$ cat src/rtl/ps2_matrix_pkg.sv
// Shared constants, decoder state encoding and the default Lynx scancode map
// for the PS/2 keyboard matrix front-end.
package ps2_matrix_pkg;

  localparam logic [7:0] SC_E0     = 8'hE0;
  localparam logic [7:0] SC_E1     = 8'hE1;
  localparam logic [7:0] SC_F0     = 8'hF0;
  localparam logic [7:0] SC_AA     = 8'hAA;
  localparam logic [7:0] SC_FA     = 8'hFA;
  localparam logic [7:0] SC_FE     = 8'hFE;
  localparam logic [7:0] SC_00     = 8'h00;
  localparam logic [7:0] SC_FF     = 8'hFF;
  localparam logic [7:0] SC_F11    = 8'h78;
  localparam logic [7:0] SC_F12    = 8'h07;
  localparam logic [7:0] SC_LSHIFT = 8'h12;
  localparam logic [7:0] SC_RSHIFT = 8'h59;
  localparam logic [2:0] PAUSE_SKIP = 3'd7;

  typedef enum logic [2:0] {
    ST_IDLE  = 3'd0,
    ST_EXT   = 3'd1,
    ST_BRK   = 3'd2,
    ST_EBRK  = 3'd3,
    ST_PAUSE = 3'd4
  } dec_state_e;

  typedef struct packed {
    logic       valid;
    logic [3:0] row;
    logic [2:0] col;
  } km_hit_t;

  function automatic km_hit_t km_at(input logic [3:0] r, input logic [2:0] c);
    return {1'b1, r, c};
  endfunction

  // {ext, code} -> matrix position; anything not listed is unmapped
  function automatic km_hit_t default_keymap(input logic ext, input logic [7:0] code);
    km_hit_t h;
    h = '0;
    case ({ext, code})
      9'h016: h = km_at(4'd0, 3'd0);
      9'h058: h = km_at(4'd0, 3'd3);
      9'h175: h = km_at(4'd0, 3'd4);
      9'h172: h = km_at(4'd0, 3'd5);
      9'h076: h = km_at(4'd0, 3'd6);
      9'h012: h = km_at(4'd0, 3'd7);
      9'h059: h = km_at(4'd0, 3'd7);
      9'h026: h = km_at(4'd1, 3'd0);
      9'h025: h = km_at(4'd1, 3'd1);
      9'h024: h = km_at(4'd1, 3'd2);
      9'h022: h = km_at(4'd1, 3'd3);
      9'h023: h = km_at(4'd1, 3'd4);
      9'h021: h = km_at(4'd1, 3'd5);
      9'h01E: h = km_at(4'd2, 3'd0);
      9'h015: h = km_at(4'd2, 3'd1);
      9'h01D: h = km_at(4'd2, 3'd2);
      9'h01A: h = km_at(4'd2, 3'd3);
      9'h01B: h = km_at(4'd2, 3'd4);
      9'h01C: h = km_at(4'd2, 3'd5);
      9'h014: h = km_at(4'd2, 3'd6);
      9'h114: h = km_at(4'd2, 3'd6);
      9'h02E: h = km_at(4'd3, 3'd0);
      9'h02D: h = km_at(4'd3, 3'd1);
      9'h02C: h = km_at(4'd3, 3'd2);
      9'h02A: h = km_at(4'd3, 3'd3);
      9'h02B: h = km_at(4'd3, 3'd4);
      9'h032: h = km_at(4'd3, 3'd5);
      9'h036: h = km_at(4'd4, 3'd0);
      9'h035: h = km_at(4'd4, 3'd1);
      9'h033: h = km_at(4'd4, 3'd2);
      9'h029: h = km_at(4'd4, 3'd3);
      9'h034: h = km_at(4'd4, 3'd4);
      9'h031: h = km_at(4'd4, 3'd5);
      9'h03D: h = km_at(4'd5, 3'd0);
      9'h03E: h = km_at(4'd5, 3'd1);
      9'h03C: h = km_at(4'd5, 3'd2);
      9'h03A: h = km_at(4'd5, 3'd3);
      9'h03B: h = km_at(4'd5, 3'd5);
      9'h046: h = km_at(4'd6, 3'd0);
      9'h043: h = km_at(4'd6, 3'd1);
      9'h044: h = km_at(4'd6, 3'd2);
      9'h041: h = km_at(4'd6, 3'd3);
      9'h042: h = km_at(4'd6, 3'd5);
      9'h045: h = km_at(4'd7, 3'd0);
      9'h04D: h = km_at(4'd7, 3'd1);
      9'h04B: h = km_at(4'd7, 3'd2);
      9'h049: h = km_at(4'd7, 3'd3);
      9'h04C: h = km_at(4'd7, 3'd5);
      9'h04E: h = km_at(4'd8, 3'd0);
      9'h054: h = km_at(4'd8, 3'd1);
      9'h052: h = km_at(4'd8, 3'd2);
      9'h04A: h = km_at(4'd8, 3'd3);
      9'h05B: h = km_at(4'd8, 3'd5);
      9'h066: h = km_at(4'd9, 3'd0);
      9'h171: h = km_at(4'd9, 3'd0);
      9'h16B: h = km_at(4'd9, 3'd2);
      9'h05A: h = km_at(4'd9, 3'd3);
      9'h174: h = km_at(4'd9, 3'd5);
      default: h = '0;
    endcase
    return h;
  endfunction

endpackage

$ cat src/rtl/ps2_keymap.sv
// Combinational scancode lookup; swap this module to retarget another machine.
module ps2_keymap
  import ps2_matrix_pkg::*;
(
  input  logic       ext_i,
  input  logic [7:0] code_i,
  output logic       valid_o,
  output logic [3:0] row_o,
  output logic [2:0] col_o
);

  km_hit_t hit_s;

  assign hit_s   = default_keymap(ext_i, code_i);
  assign valid_o = hit_s.valid;
  assign row_o   = hit_s.row;
  assign col_o   = hit_s.col;

endmodule

$ cat src/rtl/ps2_matrix.sv
// PS/2 keyboard front-end: glitch filter, frame receiver with timeout,
// prefix decoder and an active-low ROWS x COLS key matrix read by row mask.
module ps2_matrix
  import ps2_matrix_pkg::*;
#(
  parameter int ROWS    = 10,
  parameter int COLS    = 8,
  parameter int FILTER  = 8,
  parameter int TIMEOUT = 4095
) (
  input  logic            clock_i,
  input  logic            reset_i,
  input  logic            ce_i,
  input  logic [1:0]      ps2_i,
  input  logic [ROWS-1:0] row_i,
  output logic [COLS-1:0] do_o,
  output logic            boot_o,
  output logic            reset_key_o,
  output logic            frame_err_o
);

  localparam int TW = $clog2(TIMEOUT + 1);

  logic [FILTER-1:0] filt_q;
  logic              clk_f_q;
  logic              data_q;
  logic              fall_s;

  logic [3:0]        cnt_q, cnt_d;
  logic [7:0]        sh_q, sh_d;
  logic              par_ok_q, par_ok_d;
  logic [TW-1:0]     tmo_q, tmo_d;
  logic              rdy_q, rdy_d;
  logic              err_q, err_d;

  dec_state_e        state_q, state_d;
  logic [2:0]        skip_q, skip_d;
  logic              byte_stb_s, upd_s, brk_s, ext_s, flush_s;

  logic              km_valid_s;
  logic [3:0]        km_row_s;
  logic [2:0]        km_col_s;

  logic [COLS-1:0]   key_q [ROWS];
  logic              boot_q, rkey_q;

  // Filtered clock only changes after FILTER identical samples
  always_ff @(posedge clock_i or negedge reset_i) begin
    if (!reset_i) begin
      filt_q  <= '1;
      clk_f_q <= 1'b1;
    end else if (ce_i) begin
      filt_q <= {filt_q[FILTER-2:0], ps2_i[0]};
      if (&filt_q) begin
        clk_f_q <= 1'b1;
      end else if (~|filt_q) begin
        clk_f_q <= 1'b0;
      end else begin
        clk_f_q <= clk_f_q;
      end
    end
  end

  // Data line sample and frame payload are not part of the reset domain
  always_ff @(posedge clock_i) begin
    if (ce_i) begin
      data_q   <= ps2_i[1];
      sh_q     <= sh_d;
      par_ok_q <= par_ok_d;
      skip_q   <= skip_d;
    end
  end

  assign fall_s = ce_i & clk_f_q & ~(|filt_q);

  // Frame receiver: start, 8 data LSB first, odd parity, stop; plus timeout
  always_comb begin
    cnt_d    = cnt_q;
    sh_d     = sh_q;
    par_ok_d = par_ok_q;
    tmo_d    = tmo_q;
    rdy_d    = 1'b0;
    err_d    = 1'b0;
    if (fall_s) begin
      tmo_d = '0;
      case (cnt_q)
        4'd0: begin
          if (!data_q) cnt_d = 4'd1;
          else         cnt_d = 4'd0;
        end
        4'd1, 4'd2, 4'd3, 4'd4, 4'd5, 4'd6, 4'd7, 4'd8: begin
          sh_d  = {data_q, sh_q[7:1]};
          cnt_d = cnt_q + 4'd1;
        end
        4'd9: begin
          par_ok_d = ^{sh_q, data_q};
          cnt_d    = 4'd10;
        end
        4'd10: begin
          cnt_d = 4'd0;
          if (data_q && par_ok_q) rdy_d = 1'b1;
          else                    err_d = 1'b1;
        end
        default: cnt_d = 4'd0;
      endcase
    end else if (cnt_q != 4'd0) begin
      if (tmo_q == TW'(TIMEOUT - 1)) begin
        cnt_d = 4'd0;
        tmo_d = '0;
        err_d = 1'b1;
      end else begin
        tmo_d = tmo_q + TW'(1);
      end
    end else begin
      tmo_d = '0;
    end
  end

  // Receiver control registers
  always_ff @(posedge clock_i or negedge reset_i) begin
    if (!reset_i) begin
      cnt_q <= 4'd0;
      tmo_q <= '0;
      rdy_q <= 1'b0;
      err_q <= 1'b0;
    end else if (ce_i) begin
      cnt_q <= cnt_d;
      tmo_q <= tmo_d;
      rdy_q <= rdy_d;
      err_q <= err_d;
    end
  end

  assign byte_stb_s = ce_i & rdy_q;

  // Prefix decoder: turns the byte stream into make/break/flush commands
  always_comb begin
    state_d = state_q;
    skip_d  = skip_q;
    upd_s   = 1'b0;
    brk_s   = 1'b0;
    ext_s   = 1'b0;
    flush_s = 1'b0;
    if (byte_stb_s) begin
      case (state_q)
        ST_IDLE: begin
          case (sh_q)
            SC_E0: state_d = ST_EXT;
            SC_F0: state_d = ST_BRK;
            SC_E1: begin
              state_d = ST_PAUSE;
              skip_d  = PAUSE_SKIP;
            end
            SC_AA: flush_s = 1'b1;
            SC_FA, SC_FE, SC_00, SC_FF: state_d = ST_IDLE;
            default: upd_s = 1'b1;
          endcase
        end
        ST_EXT: begin
          ext_s = 1'b1;
          if (sh_q == SC_F0) begin
            state_d = ST_EBRK;
          end else begin
            state_d = ST_IDLE;
            upd_s   = (sh_q != SC_LSHIFT) && (sh_q != SC_RSHIFT);
          end
        end
        ST_BRK: begin
          upd_s   = 1'b1;
          brk_s   = 1'b1;
          state_d = ST_IDLE;
        end
        ST_EBRK: begin
          upd_s   = 1'b1;
          brk_s   = 1'b1;
          ext_s   = 1'b1;
          state_d = ST_IDLE;
        end
        ST_PAUSE: begin
          skip_d = skip_q - 3'd1;
          if (skip_q == 3'd1) state_d = ST_IDLE;
          else                state_d = ST_PAUSE;
        end
        default: state_d = ST_IDLE;
      endcase
    end else begin
      state_d = state_q;
    end
  end

  // Decoder state register
  always_ff @(posedge clock_i or negedge reset_i) begin
    if (!reset_i) state_q <= ST_IDLE;
    else if (ce_i) state_q <= state_d;
  end

  ps2_keymap u_keymap (
    .ext_i   (ext_s),
    .code_i  (sh_q),
    .valid_o (km_valid_s),
    .row_o   (km_row_s),
    .col_o   (km_col_s)
  );

  // Key matrix; positions outside ROWS x COLS never match and are dropped
  always_ff @(posedge clock_i or negedge reset_i) begin
    if (!reset_i) begin
      for (int r = 0; r < ROWS; r++) key_q[r] <= '1;
    end else if (flush_s) begin
      for (int r = 0; r < ROWS; r++) key_q[r] <= '1;
    end else if (upd_s && km_valid_s) begin
      for (int r = 0; r < ROWS; r++)
        for (int c = 0; c < COLS; c++)
          if (km_row_s == 4'(r) && km_col_s == 3'(c)) key_q[r][c] <= brk_s;
    end
  end

  // F11/F12 are side-band keys, not matrix positions
  always_ff @(posedge clock_i or negedge reset_i) begin
    if (!reset_i) begin
      boot_q <= 1'b1;
      rkey_q <= 1'b1;
    end else if (upd_s && !ext_s) begin
      if (sh_q == SC_F11) boot_q <= brk_s;
      if (sh_q == SC_F12) rkey_q <= brk_s;
    end
  end

  // Read port: AND of every selected (low) row, all ones when none selected
  always_comb begin
    do_o = '1;
    for (int r = 0; r < ROWS; r++) do_o = do_o & (key_q[r] | {COLS{row_i[r]}});
  end

  assign boot_o      = boot_q;
  assign reset_key_o = rkey_q;
  assign frame_err_o = err_q;

endmodule

$ cat config.mk
export PLATFORM = sky130hd
export DESIGN_NAME = ps2_matrix
export DESIGN_NICKNAME = d
export VERILOG_FILES = /design/src/rtl/ps2_matrix_pkg.sv /design/src/rtl/ps2_keymap.sv /design/src/rtl/ps2_matrix.sv
export SDC_FILE = /design/constraint.sdc
export NUM_CORES = 1
export LEC_CHECK = 0
export CAP_MARGIN = 40
export CORE_AREA = 3 3 117 119
export CTS_BUF_LIST = sky130_fd_sc_hd__clkbuf_4 sky130_fd_sc_hd__clkbuf_8
export DETAILED_ROUTE_END_ITERATION = 8
export DIE_AREA = 0 0 120 122
export PLACE_DENSITY_LB_ADDON = 0.2
export SYNTH_ARGS = -nofsm -noshare
export SYNTH_HDL_FRONTEND = slang
export SYNTH_SLANG_ARGS = --single-unit
$ cat constraint.sdc
create_clock -name clock_i -period 2.58 [get_ports clock_i]
set_input_delay 0.516 -clock clock_i [delete_from_list [all_inputs] [get_ports clock_i]]
set_output_delay 0.516 -clock clock_i [all_outputs]
set_load 0.005 [all_outputs]
* After elaboration in Yosys (flattened, before gate mapping)
Cells that the tools add are included.
** Storage, ports and cells
- Register bits :: 125
- Latch bits :: 0
- RAM bits :: 0
- Bits in read-only memories :: 0
- Input port bits :: 15
- Memories kept :: 0
** Operators by class
- Add/subtract/negate cells :: 3
- Multiply operators :: 0
- Div/mod/pow operators :: 0
- Order comparisons :: 0
- Eq/ne operators :: 104
- Shift operators :: 0
- Multiplexer cells :: 118
- Bitwise gates (word level) :: 23
- Reduce and logical (&&, ||, !) cells :: 274
** Operator list (number)
- 8-bit one-hot mux with 55 select lines :: 1
- 9-bit by 6-bit == test with 1-bit output (second input constant) :: 23
- 9-bit by 7-bit == test with 1-bit output (second input constant) :: 20
- 2-bit nonzero test :: 84
- 2-bit AND reduction :: 83
- 80-bit 2-to-1 mux :: 2
- 1-bit 2-to-1 mux :: 101
- 1-bit logical AND :: 84
- 9-bit by 5-bit == test with 1-bit output (second input constant) :: 9
- 8-bit OR :: 10
- 8-bit AND :: 9
- 8-bit == test (second input constant) :: 7
- 9-bit == test (second input constant) :: 6
- 12-bit 2-to-1 mux :: 3
- 4-bit by 3-bit == test with 1-bit output (second input constant) :: 8
- 8-bit OR reduction :: 3
- 4-bit == test (second input constant) :: 5
- 4-bit by 2-bit == test with 1-bit output (second input constant) :: 4
- 3-bit == test (second input constant) :: 5
- 12-bit by 1-bit adder with 12-bit output (second input constant) :: 1
- 12-bit == test (second input constant) :: 1
- 3-bit by 2-bit == test with 1-bit output (second input constant) :: 4
- 4-bit 2-to-1 mux :: 3
- 3-bit one-hot mux with 4 select lines :: 1
- other kinds (30) :: 45

* Logic depth before layout (Yosys ltp)
Gate-level depths: netlist of run 1.
- Word-level depth :: 12
- Depth in mapped cells :: 12
- Gate-level depth less buffers :: 8

* Modules after synthesis
From an unflattened synthesis of run 1, not the netlist that was laid out.
** Second synthesis, totals
- Cells, all modules :: 880
- Area, all modules :: 8897.3 µm²
** Modules (own cells, without submodules)
- ps2_matrix :: instances 1, cells an instance 704, area an instance 7718.7 µm², sequential area each 3306.9 µm²
- ps2_keymap :: instances 1, cells an instance 176, area an instance 1178.6 µm², sequential area each 0.0 µm²

* Least setup slack after synthesis of run 1
OpenSTA, ideal clock, no wires.
- Kind :: input to register
- Start :: input port ce_i
- End :: register key_q[78] (netlist name)
- Setup time :: 75 ps
- Data arrival time :: 2670 ps
- Data required time :: 2505 ps
- Path slack :: -165 ps
- Cell stages on the path :: 11
- Buffers on the path :: 3
- Cell sequence :: buf_2 -> and4b_1 -> buf_2 -> buf_2 -> nor3_1 -> a41o_1 -> a311oi_1 -> and3_1 -> nand2_1 -> a2111oi_2 -> mux2i_1
** Between the ends
- Cells in the longest elaborated chain, start to end :: 9
- Elaborated cells on any way between the ends :: 77
- Classes of those cells :: 59 x eq/ne; 8 x mux; 1 x bitwise; 9 x reduce/logical
** RTL lines
- start: declaration :: RTL line ps2_matrix.sv:13 : input logic ce_i,
- 1-bit AND (*) :: RTL line ps2_matrix.sv:134 : assign byte_stb_s = ce_i & rdy_q;
- 1-bit 2-to-1 mux :: RTL line ps2_matrix.sv:144 : if (byte_stb_s) begin
- 9-bit by 7-bit == test with 1-bit output (tied with other cells) :: RTL line ps2_matrix_pkg.sv:41 : case ({ext, code})
- 2-bit OR reduction (no line)
- 8-bit one-hot mux with 55 select lines :: RTL line ps2_matrix_pkg.sv:41
- 3-bit == test or 4-bit zero test (tied branches) :: RTL line ps2_matrix.sv:214 : if (km_row_s == 4'(r) && km_col_s == 3'(c)) key_q[r][c] <= brk_s;
- 1-bit logical AND :: RTL line ps2_matrix.sv:214
- 2-bit nonzero test (no line)
- 2-bit AND reduction (no line)
- end signal: indexed assignment :: RTL line ps2_matrix.sv:214
- end: declaration :: RTL line ps2_matrix.sv:44 : logic [COLS-1:0] key_q [ROWS];
Every way passes the cells marked *; elsewhere a longest branch is shown, timed or not. The select of a mux whose other input is x is not followed.
A chain may end at the register's enable or synchronous reset.

* Worst setup path after layout of run 1
- Start :: register sh_q[2]
- End :: register key_q[27] (netlist name)
** Between the ends
- Cells in the longest elaborated chain, start to end :: 8
- Elaborated cells on any way between the ends :: 89
- Classes of those cells :: 69 x eq/ne; 9 x mux; 11 x reduce/logical
** RTL lines
- start: declaration :: RTL line ps2_matrix.sv:30 : logic [7:0] sh_q, sh_d;
- start signal: assignment :: RTL line ps2_matrix.sv:68 : sh_q <= sh_d;
- parallel branches: the longest is 8 deep, another holds 8-bit one-hot mux with 55 select lines
Parallel ways; which one is timed is not known.

==> impl_results.md, run 1 <==
* Outcome: complete, but fails checks
* Violations in the final reports: setup timing
* Fmax at 333.7 MHz
* Gpl congestion at 0.9798
* Number of buffers created by CTS at 17
* CP top delay family: compound AO/OA/AOI/OAI gates
* Mapped Area at 7318 sq um
* Drt total wl at 28400 um
* Worst EP required at 2.97 ns
* Antenna Violating Nets Remaining at 0
* Hold Vio Cnt, Final at 0
* Min cycle time layout at 2.997 ns
* Drt pass-1 iters at 6
* Final setup viols at 51
* Clk pin slew, worst setup/hold paths at 0.08 ns
* Bufs on Longest Clock Path at 2
* Critical Path Max Stage Delay at 0.51 ns
* Starting Density at 57.76%
* CP arrival at 3.39 ns
* Setup crit start kind: register
* Initial antenna violation count at 0
* Worst slew margin relative to its limit at 35.58%
* CTS tree: done
* Largest net degree at the start of global routing at 43
* Asr flop ratio synth at 89.60%
* Drt first-iter violations at 918
* Overflow after GRT at 0
* Setup ws final at -0.4170 ns
* Core Region at 12670 sq um
* First-pass GRT wire length at 39870 um
* Die X at 120 um
* Worst Setup Path Type: reg -> reg
* Die Y at 122 um
* Area Overhead vs Synth at 50.74%
* Unique masters post-synth at 86
* Vias in the first global route at 7494
* Clk sinks at 125
* Final routed DRC violation total at 0
* Top_reg_cell synth: dfstp_2
* Hold Crit Class: in -> async
* Fin. max-slew vios at 0
* Max_cap viols at 0
* Layout cells sized above 1 at 52.06%
* Port buffer count at 25
* Seq cells post-synth at 125
* Synthesized area per cell at 9.667 sq um
* RSZ-0062 raised after global routing: yes
* Post-synth EDFFs at 13
* Critical path fanouts, max at 5
* Max stage delay cell, worst path: edfxtp_1
* Routed len/inst at 24.30 um
* Mapped Cells at 757
* Pwr Density at 378.5 nW/um^2
* Cts hold-fix bufs at 0
* Io pins at 26
* Number of cell rows at 41
* Nets@finish at 1007
* Worst path bufs/invs at 3
* Worst-margin pin slew at 0.9599 ns
* Diode count at 0
* Via/cell ratio at 6.746
* Clock Tree Root: clkbuf_8
* Leakage at 4.781 nW
* Fillers at 598
* Crit. End Element: register
* Multi-input gate area at 4632 sq um
* Tot Pwr at 4.175 mW
* Ratio of final minimum period to clock period at 116.2%
* FF/Latch Area at 3307 sq um
* Sequential share of the synthesized area at 45.19%
* Worst-path cell chain: buf_6 > buf_16 > and2_1 > a2111oi_1 > buf_4 > o21ai_0 > o311a_4 > a221o_2 > nor3_4 > nand2_1 > a221o_1
* Post-DP HPWL at 17110 um
* Number of synthesis warnings at 0
* Clk_skew at 0.01100 ns
* H-Tree Depth at 4
* Mapped Nets at 780
* Layout Utilization at 87.06%
* Die footprint at 14640 sq um
* VDD IR max at 0.0006365 V
* All-Layer GR Usage at 34.67%
* Worst skew pair latency at 0.46 ns
* Via count at 7886
==> routing by layer <==
| layer | global-route usage (%) | wire length, um | vias to the layer above |
|---|---|---|---|
| met5 | 0 | 0 | - |
| met4 | 13.39 | 1451 | 0 |
| met3 | 7.567 | 2207 | 156 |
| met2 | 58.83 | 14030 | 532 |
| met1 | 43.53 | 10720 | 3886 |
| li1 | - | - | 3312 |
==> final cells by class <==
cell class,count,share of cell area [%]
Tap cell,172,1.951
Inverter,16,0.5444
Multi-Input combinational cell,555,41.99
Sequential cell,125,29.98
Clock inverter,12,1.418
Timing Repair Buffer,269,21.63
Clock buffer,20,2.495
==> placed cells by master, fill, tap and decap left out, types with 9 or more instances in the layout <==
master / n
edfxtp_1: 13
clkbuf_8: 20
o21ai_2: 14
dfrtp_1: 21
nand3_1: 21
o21ai_4: 11
buf_6: 38
a221o_1: 9
xnor2_1: 12
dfstp_2: 91
o22ai_1: 35
nand4_1: 12
inv_1: 16
nand2_1: 49
clkdlybuf4s50_1: 11
nand3_2: 9
buf_4: 192
nand2b_1: 31
o211ai_1: 23
o21ai_0: 22
nor2_1: 47
dlygate4sd2_1: 11
nor3_1: 13
==> logic make-up after synthesis <==
logic type                 synth area share (%)
adders and majority gates                 1.505
muxes                                     2.325
and+or+nand+nor                           23.68
xor gates and xnor gates                  1.915
buffers and inverters                     4.787
AOI/OAI and AO/OA                         20.60
DFF                                       45.19
==> report_power, final <==
group / switching, mW / leakage [nW] / internal, mW
Combinational: 0.119 / 3.22 / 0.0919
Sequential: 0.0319 / 1.34 / 2.05
Clock: 0.848 / 0.216 / 1.04
Total: 0.998 / 4.78 / 3.18
==> sequential cells by signal, summed over array words and instances (netlist names), 3 cells and up <==
| name | flops |
|---|---|
| tmo_q | 12 |
| cnt_q | 4 |
| skip_q | 3 |
| filt_q | 8 |
| key_q | 80 |
| state_q | 3 |
| sh_q | 8 |
==> per-stage QoR <==
stage / setup slack (ns) / hold slack (ns) / instance area [sq um] / cells / TNS [ns]
2_1_floorplan: -0.07467 / 0.2204 / 7497 / 757 / -0.4985
3_3_place_gp: -0.6235 / 0.4762 / 9146 / 1087 / -28.27
3_5_place_dp: -0.7508 / 0.4872 / 9146 / 1087 / -32.71
4_1_cts: -0.3008 / 0.3128 / 10300 / 1147 / -8.713
5_1_grt: -0.5513 / 0.3361 / 11030 / 1169 / -19.99
6_report: -0.4170 / 0.3197 / 11030 / 1169 / -13.74
==> repair_timing <==
item | in CTS | in global routing
buffers inserted | 27 | 23
cloned | 4 | 1
resized for setup | 113 | 110
endpoints found under the setup margin | 58 | 53
pin swaps | 35 | 44
==> Yosys cell counts (22+ instances only) <==
cell	count	area, sq um
clkbuf_1	25	93.84
nand2b_1	34	212.7
nor3_1	22	110.1
nor2_1	51	191.4
dfstp_2	91	2391
nand2_1	59	221.5
o21ai_1	32	160.2
nand3_1	31	155.2
o21ai_0	23	115.1
o22ai_1	35	219.0
o211ai_1	23	172.7
==> final timing paths <==
kind	endpoint	start	cells after the start	slack (ns)
worst min register to register	key_q[54]	key_q[54]	1	0.50
worst min-delay path	key_q[21]	reset_i	1	0.32
worst max-delay path	key_q[27]	sh_q[2]	11	-0.42
max in group asynchronous	key_q[15]	reset_i	2	1.84
min in group clock_i	key_q[54]	key_q[54]	1	0.50
worst max register to register	key_q[27]	sh_q[2]	11	-0.42
(Power assumes the default switching activity.)
==> run 2: changes to the inputs <==
CORE_AREA = 2 2 116 118   (was 3 3 117 119)
DIE_AREA = 0 0 118 120   (was 0 0 120 122)
==> impl_results.md, run 2 (same netlist as run 1, synthesis figures left out) <==
* Via count at 7364
* Layout Utilization at 81.33%
* Drt first-iter violations at 752
* Tot Pwr at 3.995 mW
* Post-DP HPWL at 16770 um
* Gpl congestion at 0.9182
* Internal cell power at 2.933 mW
* Cell total after placement at 1076
* Port buffer count at 25
* Nets@finish at 976
* Antenna Violating Nets Remaining at 0
* Crit. End Element: register
* Final routed DRC violation total at 0
* Critical path fanouts, max at 6
* H-Tree Depth at 4
* Via/cell ratio at 6.448
* Ratio of final minimum period to clock period at 115.7%
* Power share of the combinational group at 5.4%
* Initial antenna violation count at 0
* VDD IR max at 0.0004748 V
* Placed Area at 9076 sq um
* Worst Reg-to-Reg Cells at 8
* Max_cap viols at 0
* Fmax at 335.0 MHz
* R2r endpoint: key_q[35]
* Worst EP required at 2.95 ns
* Clk sinks at 125
* Worst Setup SP: sh_q[0]
* Bufs on Longest Clock Path at 2
* Die Y at 120 um
* Starting Density at 56.38%
* Drt pass-1 iters at 7
* Most frequent cells in the layout: buf_4 (171), dfstp_2 (91), nor2_1 (46), nand2_1 (46), o22ai_1 (35)
* Fin. max-slew vios at 0
* Worst skew pair latency at 0.48 ns
* CP arrival at 3.35 ns
* Vias in the first global route at 7355
* NetSw at 1.062 mW
* Worst-margin pin slew at 0.9952 ns
* Switching part of the total at 26.59%
* Leakage at 4.431 nW
* Most common cell after layout, fill and taps aside: buf_4
* Cts hold-fix bufs at 0
* Core Region at 12980 sq um
* Setup ws final at -0.4047 ns
* Worst Setup Path Type: reg -> reg
* Layout cells sized above 1 at 50.00%
* CTS tree: done
* Clk_skew at 0.02002 ns
* Worst Setup EP: key_q[35]
* Die X at 118 um
* First-pass GRT wire length at 39220 um
* Overflow after GRT at 0
* Area Overhead vs Synth at 44.25%
* Final Instance Count excl. Fillers at 1142
* Setup crit start kind: register
* All-Layer GR Usage at 35.63%
* R2r setup slk at -0.40 ns
* Reg with most FFs: key_q
* Post-route setup TNS at -9.768 ns
* Biggest regs: key_q x80, tmo_q x12
* Largest register FFs at 80
* Hold Vio Cnt, Final at 0
* RSZ-0062 raised after global routing: yes
* Number of buffers created by CTS at 17
* Largest net degree at the start of global routing at 68
* Worst slew margin relative to its limit at 33.21%
* Clock Tree Root: clkbuf_8
* Pwr Density at 378.4 nW/um^2
* Violations in the final reports: setup timing
* Hold Slack at 0.4221 ns
* Worst r2r src: sh_q[0]
* Die footprint at 14160 sq um
* Flop pwr share at 52.0%
* Final setup viols at 50
* Clk pwr share at 42.6%
* Routed len/inst at 23.38 um
* Outcome: complete, but fails checks
* Hold Crit Class: in -> async
* Diode count at 0
* Min cycle time layout at 2.985 ns
* Post-route cell area at 10560 sq um
* Worst slack, placed at -0.8137 ns
* Io pins at 26
* Clk pin slew, worst setup/hold paths at 0.08 ns
* Drt total wl at 26700 um
* Number of cell rows at 42
run 2: per-layer routing:
metal	track usage, %	up-vias	wire length, um
met4	18.67	0	1573
met2	59.38	402	13030
met3	6.939	123	1828
met5	0	-	0
li1	-	3262	-
met1	44.10	3577	10270
run 2: power by group through the flow:
stage | Combinational, mW | Sequential [mW] | Clock, mW
5_1_grt | 0.227 | 2.08 | 1.80
4_1_cts | 0.209 | 2.08 | 1.69
6_report | 0.215 | 2.08 | 1.70
3_5_place_dp | 0.207 | 2.11 | 0
2_1_floorplan | 0.0870 | 2.10 | 0
3_3_place_gp | 0.199 | 2.10 | 0
run 2: critical path, cell delays in order, from the launching register on:
cell	delay, ns
edfxtp_1	0.48
and4bb_1	0.33
or4b_1	0.43
o31a_1	0.13
o311a_4	0.35
a221o_2	0.42
buf_4	0.20
o31ai_1	0.36
o211ai_1	0.19
run 2: worst min path at each step:
stage / to / slack, ns / depth (start not counted)
finish: key_q[74] / 0.42 / 1
global route: key_q[10] / 0.48 / 1
CTS: key_q[8] / 0.45 / 1
detailed placement: key_q[14] / 0.49 / 1
global placement: clk_f_q / 0.48 / 2
floorplan: cnt_q[0] / 0.22 / 0
run 2: final cells by class:
cell class / count / area [sq um]
Tap cell: 176 / 220.2
Clock buffer: 17 / 234.0
Clock inverter: 15 / 147.6
Timing Repair Buffer: 237 / 2069
Inverter: 16 / 60.06
Fill cell: 735 / 2424
Multi-Input combinational cell: 556 / 4518
Sequential cell: 125 / 3307
run 2: what timing repair did:
| action | 4_1_cts | 5_1_grt |
|---|---|---|
| pin swaps | 41 | 32 |
| cloned | 2 | 0 |
| buffers inserted | 24 | 13 |
| resized for setup | 123 | 64 |
| endpoints found under the setup margin | 58 | 53 |
==> RTL change, RTL diff (config.mk and constraints of run 1) <==
The parameter `ROWS` goes from 10 to 11.
--- a/src/rtl/ps2_matrix.sv
+++ b/src/rtl/ps2_matrix.sv
@@ -5,3 +5,3 @@
 #(
-  parameter int ROWS    = 10,
+  parameter int ROWS    = 11,
   parameter int COLS    = 8,
Interface: changed (resized row_i); port bits go from 26 to 27. No check against the original RTL was run, so the function may have changed too.
==> RTL change against run 1 <==
- the flow still finishes with violations (negative setup slack)
- sequential cell count increased by 8
- worst hold slack improved by 44 ps
- wire length increased by 2.4%
- worst setup slack got worse by 23 ps
- synthesized area increased by 5.1%
- final area decreased by 0.35%
- total power increased by 8.1%
- final cell count increased by 2.7%
- critical path type unchanged
- largest cell class unchanged
- largest power group unchanged
- highest routed layer unchanged
==> RTL change: results (changes against run 1) <==
Routing
  – Initial detailed-routing violation count: 1286 (+40%)
  – Vias/cell: 6.75 (about the same)
  – Per-cell routed wire length: 24.2 um (-0.34%)
  – Detailed Routing Iterations Pass 1: 7 (+1)

Place
  – Place WS: -590 ps (+161 ps)
  – Port Buffers: 26 (+4.0%)
  – Placer Congestion: 0.964 (-1.6%)

Pwr
  – VDD IR-drop max: 532 uV (-16%)
  – Internal power: 3.42 mW (+7.7%)
  – P_seq: 2.28 mW (+9.6%)

STA
  – Clock skew: 9.51 ps (-1.49 ps)
  – Relative slew margins: 53.0% (+17 points)
  – Worst setup margin: -440 ps (-22.7 ps)
  – Final Setup Violations: 51 (unchanged)

Logic synthesis
  – Compound-gate portion of the synthesized area: 17.4% (-3.2 points)
  – Synth Area in XOR/XNOR: 2.05% (+0.13 points)
  – Mux contribution to synthesized area: 2.60% (+0.28 points)
  – Synth top area cells: dfstp_2 (34%), dfrtp_1 (6.8%), edfxtp_1 (5.1%)
  – Register area share after synthesis: 45.7% (+0.52 points)
  – Yosys cell types: 82 (-4.7%)
  – Syn_nets: 836 (+7.2%)
  – Post-synth top cells: dfstp_2 (99), nor2_1 (68), nand2_1 (61), o21ai_0 (61)
  – Synth Area in Adders: 1.30% (-0.20 points)

Worst setup path
  – Reg2Reg Depth: 12 (+1)
  – R2r startpoint: sh_q[5]$_DFFE_PP_
  – Critical Path Max Stage Delay: 490 ps (-20 ps)
  – Worst reg2reg path endpoint: key_q[59]$_DFFE_PN1P_
  – CP max FO: 11 (+6)
  – Top cell family by delay on the critical path: simple AND/OR/NAND/NOR gates

GRT
  – M3 GR Usage: 7.06% (-0.51 points)
  – GRT Total Usage: 37.3% (+2.6 points)
  – GR Layer Usage met2: 62.2% (+3.4 points)
  – GR Layer Usage met1: 46.7% (+3.1 points)
  – Largest net degree at the start of global routing: 58 (+35%)

Cells and area
  – Post-layout util: 86.8% (-0.31 points)
  – Fin nets: 1041 (+3.4%)
  – Largest regs: key_q (88), tmo_q (12)
  – Layout cell share with drive strength beyond 1: 47.2% (-4.8 points)

Outcome
  – Failing checks: negative setup slack
  – Status: finished with violations

CTS
  – Post-CTS sizing: 134 (+19%)
[RTL change: cell count changes in the layout (fill, tap and decap cells not counted), moves of 8 or more]
cell,run 1,this run
a221o_1,9,1
buf_4,192,166
buf_6,38,46
dfstp_2,91,99
nand2b_1,31,41
nand3_1,21,31
nor2_1,47,65
o21ai_1,8,17
o21ai_4,11,0
o22ai_1,35,44
[RTL change: cell type report]
class	instances	area (um2)
clock buffers	18	248
clock inverters	13	181
fillers	593	1680
inverters	18	67.6
multi-input cells	596	4490
flip-flops and latches	133	3520
well taps	172	215
repair buffers	251	2270
[RTL change: through the flow]
stage / setup TNS, ps / instances / instance area, um2 / hold WS, ps / total power, mW
floorplan: -39.7 / 812 / 7810 / 220 / 2.45
CTS: -4390 / 1179 / 10400 / 366 / 4.49
finish: -12570 / 1201 / 11000 / 364 / 4.51
global route: -16530 / 1201 / 11000 / 398 / 4.64
global placement: -23900 / 1109 / 9280 / 461 / 2.59
detailed placement: -28690 / 1109 / 9280 / 475 / 2.62
[RTL change: how the worst max path moves through the flow]
stage / startpoint / endpoint / slack (ps)
CTS: sh_q[6]$_DFFE_PP_ / key_q[66]$_DFFE_PN1P_ / -200
floorplan: sh_q[4]$_DFFE_PP_ / key_q[64]$_DFFE_PN1P_ / -20
global placement: ce_i / key_q[60]$_DFFE_PN1P_ / -550
global route: sh_q[7]$_DFFE_PP_ / key_q[59]$_DFFE_PN1P_ / -510
detailed placement: ce_i / key_q[66]$_DFFE_PN1P_ / -590
finish: sh_q[5]$_DFFE_PP_ / key_q[59]$_DFFE_PN1P_ / -440
[RTL change: metal layers]
layer,wire (um),up-vias,part of all wire (%)
met5,0,-,0
met4,2120,0,7.3
met3,2720,203,9.4
met2,13700,599,47
met1,10600,3896,36
li1,-,3405,-
